===== src/rtl/calc_pkg.sv =====
// rtl/calc_pkg.sv - op codes, FSM encoding and result helpers shared by calc_seq
package calc_pkg;

  localparam logic [1:0] OP_ADD = 2'd0;
  localparam logic [1:0] OP_SUB = 2'd1;
  localparam logic [1:0] OP_MUL = 2'd2;
  localparam logic [1:0] OP_DIV = 2'd3;

  typedef enum logic [1:0] {
    ST_IDLE = 2'd0,
    ST_CALC = 2'd1,
    ST_DONE = 2'd2
  } state_t;

  // Divide-by-zero result: the low `width` bits set, everything above clear.
  function automatic logic [63:0] div0_result(input int width);
    return (64'd1 << width) - 64'd1;
  endfunction

endpackage


===== src/rtl/calc_iter_unit.sv =====
// rtl/calc_iter_unit.sv - shift-add multiplier and restoring divider, one step per cycle
module calc_iter_unit #(
  parameter int WIDTH = 4
) (
  input  logic               i_clk,
  input  logic               i_rst,
  input  logic               i_start,
  input  logic               i_mode,
  input  logic [WIDTH-1:0]   i_a,
  input  logic [WIDTH-1:0]   i_b,
  output logic [2*WIDTH-1:0] o_product,
  output logic [WIDTH-1:0]   o_quotient,
  output logic [WIDTH-1:0]   o_remainder,
  output logic               o_last
);
  import calc_pkg::*;

  localparam int RW = 2 * WIDTH;
  localparam int CW = $clog2(WIDTH);
  localparam logic [CW-1:0] LAST_CNT = CW'(WIDTH - 1);

  // r_acc: product accumulator (mul) or partial remainder (div).
  // r_dsr: shifting multiplicand (mul) or divisor (div).
  // r_opnd: multiplier shifted right (mul) or dividend/quotient shifted left (div).
  logic              r_active;
  logic              r_mode;
  logic [CW-1:0]     r_cnt;
  logic [RW-1:0]     r_acc;
  logic [RW-1:0]     r_dsr;
  logic [WIDTH-1:0]  r_opnd;

  logic [RW-1:0]     w_mul_acc;
  logic [WIDTH:0]    w_shifted;
  logic              w_ge;
  logic [WIDTH-1:0]  w_rem_next;
  logic [WIDTH-1:0]  w_quo_next;

  // Outputs are the post-step values so the top can capture the final step on the same edge.
  always_comb begin
    w_mul_acc  = r_opnd[0] ? (r_acc + r_dsr) : r_acc;
    w_shifted  = {r_acc[WIDTH-1:0], r_opnd[WIDTH-1]};
    w_ge       = (w_shifted >= {1'b0, r_dsr[WIDTH-1:0]});
    w_rem_next = w_ge ? WIDTH'(w_shifted - {1'b0, r_dsr[WIDTH-1:0]}) : w_shifted[WIDTH-1:0];
    w_quo_next = {r_opnd[WIDTH-2:0], w_ge};
  end

  assign o_product   = w_mul_acc;
  assign o_quotient  = w_quo_next;
  assign o_remainder = w_rem_next;
  assign o_last      = r_active && (r_cnt == LAST_CNT);

  always_ff @(posedge i_clk) begin
    if (i_rst) begin
      r_active <= 1'b0;
      r_mode   <= 1'b0;
      r_cnt    <= '0;
      r_acc    <= '0;
      r_dsr    <= '0;
      r_opnd   <= '0;
    end else if (i_start) begin
      r_active <= 1'b1;
      r_mode   <= i_mode;
      r_cnt    <= '0;
      r_acc    <= '0;
      r_dsr    <= i_mode ? RW'(i_b) : RW'(i_a);
      r_opnd   <= i_mode ? i_a : i_b;
    end else if (r_active) begin
      r_cnt <= r_cnt + 1'b1;
      if (r_mode) begin
        r_acc  <= RW'(w_rem_next);
        r_opnd <= w_quo_next;
      end else begin
        r_acc  <= w_mul_acc;
        r_dsr  <= r_dsr << 1;
        r_opnd <= r_opnd >> 1;
      end
      if (r_cnt == LAST_CNT) begin
        r_active <= 1'b0;
      end
    end
  end

endmodule


===== src/rtl/calc_seq.sv =====
// rtl/calc_seq.sv - key-driven sequential add/sub/mul/div calculator core
module calc_seq #(
  parameter int WIDTH = 4
) (
  input  logic               CLK_28,
  input  logic               rst,
  input  logic [3:0]         KEY_n,
  input  logic [WIDTH-1:0]   a,
  input  logic [WIDTH-1:0]   b,
  output logic [2*WIDTH-1:0] result,
  output logic [WIDTH-1:0]   remainder,
  output logic [1:0]         op,
  output logic               busy,
  output logic               done,
  output logic               neg,
  output logic               div0
);
  import calc_pkg::*;

  localparam int RW = 2 * WIDTH;

  state_t            r_state;
  logic [3:0]        r_key_q;

  logic [3:0]        w_press;
  logic              w_any;
  logic [1:0]        w_sel;
  logic              w_start;
  logic [WIDTH:0]    w_sum;
  logic [WIDTH-1:0]  w_diff;
  logic [RW-1:0]     w_product;
  logic [WIDTH-1:0]  w_quotient;
  logic [WIDTH-1:0]  w_rem;
  logic              w_last;

  always_comb begin
    w_press = r_key_q & ~KEY_n;
    w_any   = |w_press;
    if (w_press[0])      w_sel = OP_ADD;
    else if (w_press[1]) w_sel = OP_SUB;
    else if (w_press[2]) w_sel = OP_MUL;
    else                 w_sel = OP_DIV;
    w_start = (r_state == ST_IDLE) && w_any &&
              ((w_sel == OP_MUL) || ((w_sel == OP_DIV) && (b != '0)));
    w_sum   = {1'b0, a} + {1'b0, b};
    w_diff  = a - b;
  end

  calc_iter_unit #(.WIDTH(WIDTH)) u_iter (
    .i_clk       (CLK_28),
    .i_rst       (rst),
    .i_start     (w_start),
    .i_mode      (w_sel == OP_DIV),
    .i_a         (a),
    .i_b         (b),
    .o_product   (w_product),
    .o_quotient  (w_quotient),
    .o_remainder (w_rem),
    .o_last      (w_last)
  );

  always_ff @(posedge CLK_28) begin
    if (rst) begin
      r_key_q   <= 4'hF;
      r_state   <= ST_IDLE;
      result    <= '0;
      remainder <= '0;
      op        <= OP_ADD;
      busy      <= 1'b0;
      done      <= 1'b0;
      neg       <= 1'b0;
      div0      <= 1'b0;
    end else begin
      r_key_q <= KEY_n;
      done    <= 1'b0;
      case (r_state)
        ST_IDLE: begin
          if (w_any) begin
            op   <= w_sel;
            busy <= 1'b1;
            case (w_sel)
              OP_ADD: begin
                result    <= RW'(w_sum);
                remainder <= '0;
                neg       <= 1'b0;
                div0      <= 1'b0;
                done      <= 1'b1;
                r_state   <= ST_DONE;
              end
              OP_SUB: begin
                result    <= RW'(w_diff);
                remainder <= '0;
                neg       <= (a < b);
                div0      <= 1'b0;
                done      <= 1'b1;
                r_state   <= ST_DONE;
              end
              OP_MUL: r_state <= ST_CALC;
              default: begin
                if (b == '0) begin
                  result    <= RW'(div0_result(WIDTH));
                  remainder <= a;
                  neg       <= 1'b0;
                  div0      <= 1'b1;
                  done      <= 1'b1;
                  r_state   <= ST_DONE;
                end else begin
                  r_state <= ST_CALC;
                end
              end
            endcase
          end
        end
        ST_CALC: begin
          if (w_last) begin
            if (op == OP_MUL) begin
              result    <= w_product;
              remainder <= '0;
            end else begin
              result    <= RW'(w_quotient);
              remainder <= w_rem;
            end
            neg     <= 1'b0;
            div0    <= 1'b0;
            done    <= 1'b1;
            r_state <= ST_DONE;
          end
        end
        ST_DONE: begin
          busy    <= 1'b0;
          r_state <= ST_IDLE;
        end
        default: begin
          busy    <= 1'b0;
          r_state <= ST_IDLE;
        end
      endcase
    end
  end

endmodule


===== config.mk =====
export PLATFORM = sky130hd
export DESIGN_NAME = calc_seq
export DESIGN_NICKNAME = d
export VERILOG_FILES = /design/src/rtl/calc_pkg.sv /design/src/rtl/calc_iter_unit.sv /design/src/rtl/calc_seq.sv
export SDC_FILE = /design/constraint.sdc
export NUM_CORES = 1
export LEC_CHECK = 0
export ABC_CLOCK_PERIOD_IN_PS = 3600
export BUFFER_PORTS_ARGS = -buffer_cell sky130_fd_sc_hd__buf_2
export CORE_ASPECT_RATIO = 1.75
export CORE_MARGIN = 2
export CORE_UTILIZATION = 53
export DETAILED_ROUTE_END_ITERATION = 16
export MAX_ROUTING_LAYER = met4
export PLACE_DENSITY = 0.78
export SYNTH_ARGS = -nofsm -noshare
export SYNTH_HDL_FRONTEND = slang
export SYNTH_HIERARCHICAL = 1
export SYNTH_SLANG_ARGS = --single-unit
export TNS_END_PERCENT = 50

===== constraint.sdc =====
create_clock -name CLK_28 -period 3.6 [get_ports CLK_28]
set_input_delay 0.18 -clock CLK_28 [delete_from_list [all_inputs] [get_ports CLK_28]]
set_output_delay 0.18 -clock CLK_28 [all_outputs]
set_load 0.03 [all_outputs]

Yosys cells after proc, flatten, opt, wreduce, memory -nomap -nowiden
Index checks and enable logic that the tools add are counted.

word-level totals
  logic and storage cells = 107
  input bits = 14
  register bits after elaboration = 48

operators by class
  reductions and logical operators = 20
  $lt $le $gt $ge = 2
  bitwise logic cells = 3
  eq/ne operators = 12
  add/sub/neg operators = 5
  multiplexer cells = 50

operator list
  operator                                                                count
  8-bit 2-to-1 mux                                                        9
  4-bit 2-to-1 mux                                                        10
  8-bit one-hot mux with 3 select lines                                   1
  4-bit one-hot mux with 2 select lines                                   2
  8-bit one-hot mux with 2 select lines                                   1
  1-bit 2-to-1 mux                                                        13
  1-bit one-hot mux with 2 select lines                                   6
  2-bit 2-to-1 mux                                                        5
  5-bit AND reduction                                                     2
  8-bit adder                                                             1
  2-bit equality test (second input constant)                             4
  2-bit one-hot mux with 2 select lines                                   2
  2-bit AND reduction                                                     4
  4-bit subtractor                                                        2
  4-bit by 4-bit adder with 5-bit output                                  1
  5-bit by 4-bit >= comparator with 1-bit output                          1
  4-bit bitwise AND                                                       1
  2-bit by 1-bit equality test with 1-bit output (second input constant)  2
  1-bit logical AND                                                       4
  2-bit zero test                                                         2
  4-bit zero test                                                         1
  4-bit less-than comparator                                              1
  2-bit by 1-bit != test with 1-bit output (second input constant)        2
  2-bit != test (second input constant)                                   2
  other kinds (11)                                                        13

Longest topological paths before layout
  depth in word-level cells = 11
  mapped depth = 11
  gate-level depth less buffers = 11

By module
The synthesis kept the hierarchy.

by module, submodules not included
  module          cells each  times used  area an instance (µm²)
  calc_iter_unit  212         1           1724.2
  calc_seq        155         1           1330.0

Worst setup path before layout
Ideal clock, no wire load.

  kind = register -> register
  start = register u_iter.r_dsr[0]
  end = register result[6]
  setup time = 0.132 ns
  stages on the path, launching flop included = 12
  setup slack = 1.524 ns
  period minus slack after synthesis = 2.076 ns
  arrival = 1.944 ns
  buffers on the path = 0
  cell sequence = dfxtp_1 -> ha_1 -> inv_1 -> fa_1 -> nor2b_1 -> o31ai_2 -> nand2b_1 -> a21oi_1 -> xnor2_1 -> mux2_2 -> nand3_1 -> a21oi_1

between the ends
  word-level cells in the longest chain between the ends = 5

ends and longest elaborated chain
  what                                   line                  source
  from (decl)                            calc_iter_unit.sv:29  logic [RW-1:0] r_dsr;
  from (signal assigned)                 calc_iter_unit.sv:65  r_dsr <= i_mode ? RW'(i_b) : RW'(i_a);
  from (signal assigned)                 calc_iter_unit.sv:74  r_dsr <= r_dsr << 1;
  8-bit adder                            calc_iter_unit.sv:40  w_mul_acc = r_opnd[0] ? (r_acc + r_dsr) : r_acc;
  8-bit 2-to-1 mux                       calc_iter_unit.sv:40
  net w_product[6]                       calc_seq.sv:31        logic [RW-1:0] w_product;
  8-bit 2-to-1 mux                       calc_seq.sv:116       if (op == OP_MUL) begin
  8-bit 2-to-1 mux                       calc_seq.sv:115       if (w_last) begin
  8-bit one-hot mux with 2 select lines  calc_seq.sv:76        case (r_state)
  to (signal assigned)                   calc_seq.sv:83        result <= RW'(w_sum);
  to (signal assigned)                   calc_seq.sv:117       result <= w_product;
  to (signal assigned)                   calc_seq.sv:120       result <= RW'(w_quotient);
  to (decl)                              calc_seq.sv:10        output logic [2*WIDTH-1:0] result,

The timed path passes the listed nets, and every way through them passes these cells. The select of a mux whose other input is x is not followed.
A chain may end at the register's enable or synchronous reset.

Final worst setup path
  start = register u_iter.r_active
  end = register result[1]

between the ends
  word-level cells in the longest chain between the ends = 3

ends and longest elaborated chain
  what                                                       line                  source
  from (decl)                                                calc_iter_unit.sv:25  logic r_active;
  from (signal assigned)                                     calc_iter_unit.sv:54  r_active <= 1'b0;
  from (signal assigned)                                     calc_iter_unit.sv:61  r_active <= 1'b1;
  from (signal assigned)                                     calc_iter_unit.sv:78  r_active <= 1'b0;
  1-bit logical AND                                          calc_iter_unit.sv:50  assign o_last = r_active && (r_cnt == LAST_CNT);
  net w_last                                                 calc_seq.sv:34        logic w_last;
  2-bit by 1-bit != test with 1-bit output (no source line)  -
  5-bit AND reduction (no source line)                       -
  to (signal assigned)                                       calc_seq.sv:83
  to (signal assigned)                                       calc_seq.sv:91        result <= RW'(w_diff);
  to (signal assigned)                                       calc_seq.sv:101       result <= RW'(div0_result(WIDTH));

The timed path passes the listed nets, and every way through them passes these cells.

==> impl_metrics.json <==
{
  "synth_ff_type": "dfxtp_1",
  "antenna_found_initial": 0,
  "yosysWarningCount": 6,
  "holdBufCountCts": 0,
  "hpwl_um": 5740,
  "clock_latency_ns": 0.31,
  "finalCriticalPeriod_ns": 2.52,
  "drive_gt1_share_pct": 15.6,
  "grt_use_total_pct": 26.2,
  "min_path_cells": 2,
  "drt_pass1_iterations": 4,
  "max_freq_mhz": 397,
  "seq_area_frac_synth_pct": 31.5,
  "drcViolationCount": 0,
  "diodes": 0,
  "synthDistinctLibCells": 55,
  "hold_viol": 0,
  "ir_worst_vdd_mv": 0.229,
  "layout_common_cells": "48 x dfxtp_1, 41 x nor2_1, 36 x nand2_1",
  "die_area_um2": 6410,
  "synth_edf_count": 0,
  "drtIter0Drc": 226,
  "place_congestion": 0.983,
  "async_reset_ff_share_pct": 0,
  "numCtsBuffers": 5,
  "post-route-util_pct": 59.5,
  "clkSinkCount": 48,
  "finalWorstSetupSlack_ns": 1.08,
  "core_um2": 5590,
  "cp.required_ns": 3.84,
  "multiInputGateArea_um2": 1900,
  "synth_nets": 405,
  "rows": 36,
  "cp_num_buf_inv": 1,
  "synth.cell_area_um2": 3050,
  "r2r_cells": 6,
  "synthCells": 367,
  "yosys.area_share.adder_pct": 10.8,
  "pre_cts_slack_ns": 1.14,
  "avgSynthCellArea_um2": 8.32,
  "io_pins": 32,
  "min_path_type": "input pin to flip-flop",
  "drv_slew": 0,
  "start_util_pct": 54.7,
  "wl_um": 7530,
  "cts_tree": "done",
  "grt_max_degree": 38,
  "cp-end-kind": "flip-flop",
  "synth_top_family_by_area": "compound AO/OA/AOI/OAI gates",
  "setup-tns-final_ns": 0,
  "grt_setup_unrepaired": "false",
  "htree_levels": 2,
  "synth.area.mux_share_pct": 7.33,
  "grt_pass1_vias": 2676,
  "p_per_area_nw_per_um2": 471,
  "layout.nets": 421,
  "final-seq-area_um2": 961,
  "crit_family": "compound AO/OA/AOI/OAI gates",
  "crit_path_cell_trace": "inv_1, nor2_1, nand2_1, a22oi_1, o21ai_0, a21oi_1",
  "slowest_stage": "a22oi_1",
  "critical_path.max_stage_delay_ns": 0.75,
  "grt_pass1_wl_um": 12400,
  "overflow": 0,
  "finalCritPeriodShare_pct": 69.9,
  "post_cts_resize_count": 0,
  "fillers": 516,
  "area_delta_synth_final_pct": 8.85,
  "synth-compound-area-share_pct": 21.8,
  "synth-simple-area-share_pct": 19.3,
  "postCtsSetupBuffers": 0,
  "leakage_nw": 1.36,
  "status": "finished, final reports clean",
  "slew_headroom_pct": 36.1,
  "worst_pin_slew_ns": 0.954,
  "die_x_um": 61.4,
  "vias": 2699,
  "crit_cells": 6,
  "io_buffers": 31,
  "worstSetupStartpointType": "flip-flop",
  "ys_ff_latch": 48,
  "finalClockSkew_ns": 0.00954,
  "crit_fanout": 16,
  "fp.dieH_um": 104,
  "final_common_cell": "dfxtp_1",
  "clock_path_buffers": 2,
  "synth_xor_area_share_pct": 3.15,
  "setup_viol": 0,
  "clk_pin_slew_ns": 0.10,
  "crit_type": "flip-flop to flip-flop",
  "wl_per_cell_um": 16.4,
  "critical_path_arrival_ns": 2.76,
  "clockRootBuffer": "clkbuf_8",
  "detail-route-antenna-nets": 0,
  "max_cap_violations": 0,
  "vias_per_cell": 5.87
}
per-stage QoR:
stage	power, mW	cells	hold slack (ns)	instance area, µm²
6_report	1.57	460	0.0667	3320
5_1_grt	1.65	460	0.0707	3320
4_1_cts	1.56	460	0.0687	3320
3_5_place_dp	1.16	452	0.389	3210
3_3_place_gp	1.15	452	0.383	3210
2_1_floorplan	1.04	367	0.284	3050
final timing paths:
check,from,end,slack [ns]
setup reg to reg,u_iter/r_active,result[1],1.08
hold reg to reg,result[6],result[6],0.46
hold / removal,KEY_n[2],r_key_q[2],0.07
setup / recovery,u_iter/r_active,result[1],1.08
sequential cells by signal, indices dropped and copies added, names as in the netlist:
signal,flops
busy,1
div0,1
done,1
neg,1
op,2
r_key_q,4
r_state,2
remainder,4
result,8
u_iter/r_acc,8
u_iter/r_active,1
u_iter/r_cnt,2
u_iter/r_dsr,8
u_iter/r_mode,1
u_iter/r_opnd,4
where the power goes:
part           total [mW]  switching, mW  internal [mW]
Clock               0.410          0.201          0.210
Combinational       0.519          0.328          0.191
Sequential          0.637         0.0532          0.584
Total                1.57          0.581          0.984
kinds of logic after synthesis:
group	Yosys count
fa+ha+maj	24
flops	48
mux	22
buf+inv	45
xor+xnor	11
compound gates	91
simple gates	126
cells in the mapped netlist (2+ instances only):
cell	instances	area, µm²
clkbuf_1	15	56.3
a21o_1	3	22.5
nor2b_1	9	56.3
nor3_1	12	60.1
a22oi_1	2	15.0
o22ai_1	2	12.5
xnor2_1	6	52.6
nor2_1	41	154
buf_4	4	30.0
dfxtp_1	48	961
ha_1	20	250
a21oi_1	25	125
nand2_1	36	135
fa_1	4	80.1
a221oi_1	7	61.3
xor2_1	5	43.8
mux2_2	3	33.8
o211ai_2	2	25.0
mux2i_1	19	190
or2_2	5	31.3
inv_1	21	78.8
o211ai_1	3	22.5
nand4_1	2	12.5
a311oi_1	2	17.5
o21a_1	3	22.5
nand3_1	7	35.0
a31oi_1	2	12.5
nand2b_1	6	37.5
a211oi_1	14	105
buf_2	4	20.0
o21ai_0	11	55.1
routing by layer:
layer	part of all wire [%]	track usage, %
met5	0	-
met1	38	26.5
met3	2.9	3.98
met2	53	44.6
met4	6.1	15.8
layout make-up:
type	count	share of cell area, %
clock inverter	3	1.39
tap	76	2.86
inverter	21	2.37
clock buffer	5	2.07
multi-input combinational	274	57.3
timing repair buffer	33	5.12
sequential	48	28.9
Note: power is estimated with default switching activity, not from simulation.
